$ cat config.mk
export PLATFORM = sky130hd
export DESIGN_NAME = mbgd_apb_master
export DESIGN_NICKNAME = d
export VERILOG_FILES = /design/src/rtl/mbgd_apb_master.sv
export SDC_FILE = /design/constraint.sdc
export NUM_CORES = 1
export LEC_CHECK = 0
export CAP_MARGIN = 0
export CORE_MARGIN = 2
export CORE_UTILIZATION = 30
export DETAILED_ROUTE_END_ITERATION = 8
export MAX_ROUTING_LAYER = met4
export PLACE_DENSITY = 0.56
export SYNTH_ARGS = -nofsm -noshare
export SYNTH_HDL_FRONTEND = slang
export SYNTH_SLANG_ARGS = --single-unit
$ cat constraint.sdc
create_clock -name apb_pclk -period 9.8 [get_ports apb_pclk]
set_input_delay 1.96 -clock apb_pclk [delete_from_list [all_inputs] [get_ports apb_pclk]]
set_output_delay 1.96 -clock apb_pclk [all_outputs]
set_load 0.01 [all_outputs]
$ cat src/rtl/mbgd_apb_master.sv
// rtl/mbgd_apb_master.sv - APB master fed by a command FIFO, optional timeout via APB_MST_TIMEOUT_EN
module mbgd_apb_master #(
    parameter int ADDR       = 8,
    parameter int DATA       = 8,
    parameter int FIFO_DEPTH = 4,
    parameter int TIMEOUT    = 16
) (
    input  logic            apb_pclk,
    input  logic            resetn,
    input  logic            cmd_valid,
    output logic            cmd_ready,
    input  logic            cmd_write,
    input  logic [ADDR-1:0] cmd_addr,
    input  logic [DATA-1:0] cmd_wdata,
    output logic            rsp_valid,
    output logic [DATA-1:0] rsp_rdata,
    output logic            rsp_err,
    output logic            apb_psel,
    output logic            apb_penable,
    output logic            apb_pwrite,
    output logic [ADDR-1:0] apb_paddress,
    output logic [DATA-1:0] apb_pwdata,
    input  logic            apb_pready,
    input  logic [DATA-1:0] apb_prdata,
    output logic            busy,
    output logic [1:0]      state
);

    localparam int PW = $clog2(FIFO_DEPTH);
    localparam int EW = 1 + ADDR + DATA;

    typedef enum logic [1:0] {
        IDLE   = 2'b00,
        SETUP  = 2'b01,
        ACCESS = 2'b10
    } state_t;

    state_t          st;
    logic [EW-1:0]   mem [FIFO_DEPTH];
    logic [PW-1:0]   rd_ptr;
    logic [PW-1:0]   wr_ptr;
    logic [PW:0]     count;
    logic [PW:0]     count_nxt;
    logic            full;
    logic            push;
    logic            pop;
    logic            done;
    logic            tmo_hit;
    logic            xfer_active;
    logic [EW-1:0]   head;
    logic            head_write;
    logic [ADDR-1:0] head_addr;
    logic [DATA-1:0] head_wdata;

    // Full is judged on the registered count only, so a pop cannot make room for a same-cycle push
    assign full      = (count == (PW+1)'(FIFO_DEPTH));
    assign cmd_ready = !full;
    assign push      = cmd_valid && !full;
    assign done      = (st == ACCESS) && (apb_pready || tmo_hit);
    assign pop       = done;
    assign count_nxt = count + {{PW{1'b0}}, push} - {{PW{1'b0}}, pop};

    assign head       = mem[rd_ptr];
    assign head_write = head[EW-1];
    assign head_addr  = head[EW-2 -: ADDR];
    assign head_wdata = head[DATA-1:0];

    // The head entry stays put until its transfer completes, so address/data are stable over SETUP and ACCESS
    assign xfer_active  = (st == SETUP) || (st == ACCESS);
    assign apb_pwrite   = xfer_active && head_write;
    assign apb_paddress = xfer_active ? head_addr : '0;
    assign apb_pwdata   = (xfer_active && head_write) ? head_wdata : '0;
    assign busy         = (count != '0) || (st != IDLE);
    assign state        = st;

`ifdef APB_MST_TIMEOUT_EN
    localparam int TW = $clog2(TIMEOUT + 1);
    logic [TW-1:0] tmo_cnt;

    // The TIMEOUT-th consecutive stalled ACCESS cycle is itself the aborting completion
    assign tmo_hit = (st == ACCESS) && !apb_pready && (tmo_cnt == TW'(TIMEOUT - 1));

    // Count consecutive stalled ACCESS cycles; each new transfer starts from zero
    always_ff @(posedge apb_pclk or negedge resetn) begin
        if (!resetn) begin
            tmo_cnt <= '0;
        end else if (st == SETUP) begin
            tmo_cnt <= '0;
        end else if ((st == ACCESS) && !apb_pready) begin
            tmo_cnt <= tmo_cnt + 1'b1;
        end
    end
`else
    // Without the counter ACCESS waits for the slave forever; TIMEOUT is a don't-care here
    assign tmo_hit = (TIMEOUT < 0);
`endif

    // Command storage; contents need no reset since reads are masked by the pointers/state
    always_ff @(posedge apb_pclk) begin
        if (push) begin
            mem[wr_ptr] <= {cmd_write, cmd_addr, cmd_wdata};
        end
    end

    // FIFO pointers and occupancy
    always_ff @(posedge apb_pclk or negedge resetn) begin
        if (!resetn) begin
            rd_ptr <= '0;
            wr_ptr <= '0;
            count  <= '0;
        end else begin
            if (push) wr_ptr <= wr_ptr + 1'b1;
            if (pop)  rd_ptr <= rd_ptr + 1'b1;
            count <= count_nxt;
        end
    end

    // APB phase sequencing with registered select/enable and response capture
    always_ff @(posedge apb_pclk or negedge resetn) begin
        if (!resetn) begin
            st          <= IDLE;
            apb_psel    <= 1'b0;
            apb_penable <= 1'b0;
            rsp_valid   <= 1'b0;
            rsp_rdata   <= '0;
            rsp_err     <= 1'b0;
        end else begin
            rsp_valid <= 1'b0;
            case (st)
                IDLE: begin
                    if (count != '0) begin
                        st          <= SETUP;
                        apb_psel    <= 1'b1;
                        apb_penable <= 1'b0;
                    end
                end
                SETUP: begin
                    st          <= ACCESS;
                    apb_psel    <= 1'b1;
                    apb_penable <= 1'b1;
                end
                ACCESS: begin
                    if (done) begin
                        rsp_valid <= 1'b1;
                        rsp_err   <= tmo_hit;
                        rsp_rdata <= (head_write || tmo_hit) ? '0 : apb_prdata;
                        if (count_nxt != '0) begin
                            st          <= SETUP;
                            apb_psel    <= 1'b1;
                            apb_penable <= 1'b0;
                        end else begin
                            st          <= IDLE;
                            apb_psel    <= 1'b0;
                            apb_penable <= 1'b0;
                        end
                    end
                end
                default: begin
                    st          <= IDLE;
                    apb_psel    <= 1'b0;
                    apb_penable <= 1'b0;
                end
            endcase
        end
    end

endmodule
==> impl_results.md <==
* Status: finished clean
* Post-Syn Instances at around 200
* WP buf/inv at 3
* Fraction of layout instances using a drive strength above 1 at about 15%
* Fillers at 1,079
* First-pass GRT wire length at 11,100 µm
* Detailed-route wire length at just over 7000 µm
* Critical Path End Type: register
* Top post-synthesis cells by count: 68 x edfxtp_1, 23 x nand2_1, 19 x dfrtp_1
* VDD IR max at about 0.16 mV
* CTS sink count at 87
* # resized after CTS at 0
* RSZ-0062 raised after global routing: no
* Fin. Hold Viols at 0
* Post-synth EDFFs at 68
* Mean post-synth cell area at between 15 and 20 µm²
* WS Path Type: input pin to register
* Io pins at 62
* Post-CTS setup buffer count at 0
* Top-area cell type share of the netlist area at between 50 and 60%
* Vias after detailed routing at 1,886
* Syn_nets at about 240
* Worst-case clock buffer depth at 2
* Largest net degree at the start of global routing at 20
* Drt drc at 0
* Starting Density at a little under a third
* Vias per inst at 4.54
* Root Driver: clkbuf_16
* Antenna-violating nets left at 0
* Final Setup Violations at 0
* Worst-Skew Late Latency at 0.34 ns
* Crit path launch type: input pin
* Count leader, synth: edfxtp_1
* RePlAce Congestion at 0.719
* Clk pwr share at 22.8%
* Post-detail-place hpwl at 4500 µm
* Initial antenna violation count at 1
* Slew of the pin with the lowest slew margin at 0.977 ns
* Fin crit share at 49.0%
* DRT Pass-1 Iters at 4
* CP max stage delay at 0.44 ns
* Iter 0 DRT Violations at 70
* Synth warn at 0
* Max Freq at roughly 0.21 GHz
* Vias in the first global route at around 2k
* Leakage at 1.66 nW
* Multi-input gate area at roughly 940 µm²
* HP Class: register to register
* Core ar. at 0.0115 mm²
* CP max-delay cell: clkdlybuf4s50_1
* CTS tree: done
* Register area share after synthesis at 71.0%
* Netlist cell types at 26
* Reg clk slew, reported paths at 0.06 ns
* Sw Pwr at between 0.0004 and 0.0005 W
* Chip width at between 100 and 150 µm
* Fin crit period at about 4.8 ns
* Comb pwr share at around 38%
* Most frequent CP cell: ha_1
* CTS Hold Bufs at 0
* Seq cells post-synth at 87
* Wire per inst at approximately 17 µm
* Max Slew Vio Count at 0
* Crit-path leading delay family: adder cells
* Global route overflow at 0
* MaxCap Viol Count at 0
* Worst EP required at approximately 10 ns
* Sequential power share at 39.4%
* Crit Path Max Fanout at 11
* Register area at roughly 0.0025 mm²
* Num CTS Buffers at 9
* Max_slew headroom at 34.9%
* Top cells by area, synth: edfxtp_1 58%, dfrtp_1 13%, mux4_2 11%
* Area grow syn2layout at 28.8%
* Die height at 113 µm
* Ys flop type: edfxtp_1
* Critical Path, Cell by Cell: clkdlybuf4s50_1, nand2_1, clkinv_1, ha_1, inv_1, ha_1, fa_1, xnor3_1, or4_4, a21oi_2, o31ai_1
* Sw Share at 31.8%
* DIE AREA at 0.0127 mm²
* Skew final at between 0.006 and 0.007 ns
* P_int at roughly 0.00096 W
* # nets final at 307
* Post-synth top area cell: edfxtp_1
* FP Rows at 39
* Worst Path Arrival at 5.02 ns
* Async SR Flop Fraction at 21.8%
* Total power at 0.00141 W
* Synthesized area at roughly 0.0035 mm²
* Port Buffers at 60
* H-tree Lvls at 3
* Gr usage total at 12.3%
* Fin Setup TNS at 0 ns
* PwrDens at between 300 and 400 mW/mm²
[cells in the final DEF, fill, tap and decap left out]
cell / instances
mux2_2: 2
o21ai_0: 8
inv_6: 2
clkinv_4: 1
nand2_1: 23
o21ai_2: 1
clkinv_2: 2
xnor2_1: 3
fa_1: 1
a21oi_2: 1
diode_2: 1
or4b_1: 1
clkdlybuf4s50_1: 60
clkinvlp_4: 1
mux4_2: 17
buf_4: 1
inv_1: 10
edfxtp_1: 68
nor2_1: 1
ha_1: 11
dfrtp_1: 19
or2_2: 1
clkbuf_16: 9
conb_1: 1
and3_1: 12
inv_8: 1
xnor3_1: 1
and2_1: 9
o31ai_1: 2
clkinv_1: 1
or4_4: 1
[worst paths after layout]
kind / slack [ns] / endpoint / from / cells after the start
max in group asynchronous: 7.17 / wr_ptr[1]$_DFFE_PN0P_ / resetn / 1
min in group asynchronous: 2.10 / apb_penable$_DFFE_PN0P_ / resetn / 1
setup / recovery: 4.99 / apb_psel$_DFFE_PN0P_ / apb_pready / 11
setup reg to reg: 6.32 / apb_psel$_DFFE_PN0P_ / state[0]$_DFFE_PN0P_ / 12
hold / removal: 0.47 / apb_psel$_DFFE_PN0P_ / apb_psel$_DFFE_PN0P_ / 2
hold reg to reg: 0.47 / apb_psel$_DFFE_PN0P_ / apb_psel$_DFFE_PN0P_ / 2
[power by group through the flow]
| stage | sequential [W] | combinational [W] | clock [W] |
|---|---|---|---|
| 2_1_floorplan | 0.000544 | 0.000316 | 0 |
| 3_3_place_gp | 0.000561 | 0.000542 | 0 |
| 3_5_place_dp | 0.000563 | 0.000541 | 0 |
| 4_1_cts | 0.000556 | 0.000544 | 0.000329 |
| 5_1_grt | 0.000566 | 0.000582 | 0.000344 |
| 6_report | 0.000554 | 0.000532 | 0.000321 |
[worst register-to-register path: stages, from the launching register on]
cell,delay (ns)
dfrtp_1,0.44
inv_1,0.09
ha_1,0.22
nand2_1,0.29
clkinv_1,0.36
ha_1,0.39
inv_1,0.04
ha_1,0.18
fa_1,0.36
xnor3_1,0.38
or4_4,0.44
a21oi_2,0.13
o31ai_1,0.06
[layout make-up]
cell class	count	area share (%)
Clock buffer	9	4.93
Inverter	11	0.904
Timing Repair Buffer	61	13.3
Tap cell	143	3.92
Sequential cell	87	55.1
Multi-Input combinational cell	96	20.5
Antenna cell	1	0.0548
Clock inverter	7	1.21
[sequential cells by signal (all words and copies together), names as in the netlist]
signal	count
count	3
state	1
wr_ptr	2
mem	68
rsp_valid	1
rd_ptr	2
apb_psel	1
apb_penable	1
rsp_rdata	8
[logic make-up after synthesis]
kind of cell,count (synthesis),share of synthesized area (%)
buffers and inverters,19,2.51
adders and majority gates,12,4.45
other,1,0.106
and+or+nand+nor,48,7.03
DFF,87,71.0
muxes,19,11.4
AOI/OAI and AO/OA,12,2.05
xor gates and xnor gates,4,1.38
[metrics by stage]
stage          std cells  area (µm²)  utilization [%]  hold slack (ns)  worst slack (ns)
2_1_floorplan        202        3540                -            0.513              5.40
3_3_place_gp         398        4280             37.3            0.464              4.67
3_5_place_dp         398        4280             37.3            0.465              4.63
4_1_cts              414        4560             39.8            0.480              4.98
5_1_grt              415        4570             39.8            0.530              4.76
6_report             415        4570             39.8            0.472              4.99
[metal layers]
metal	vias to the layer above	track usage, %	wire length [µm]
met4	0	3.98	86
li1	890	-	-
met3	11	4.05	298
met2	45	18.7	3430
met1	940	15.6	3280
met5	-	-	0
No activity file was read; power rests on OpenSTA's default activity.
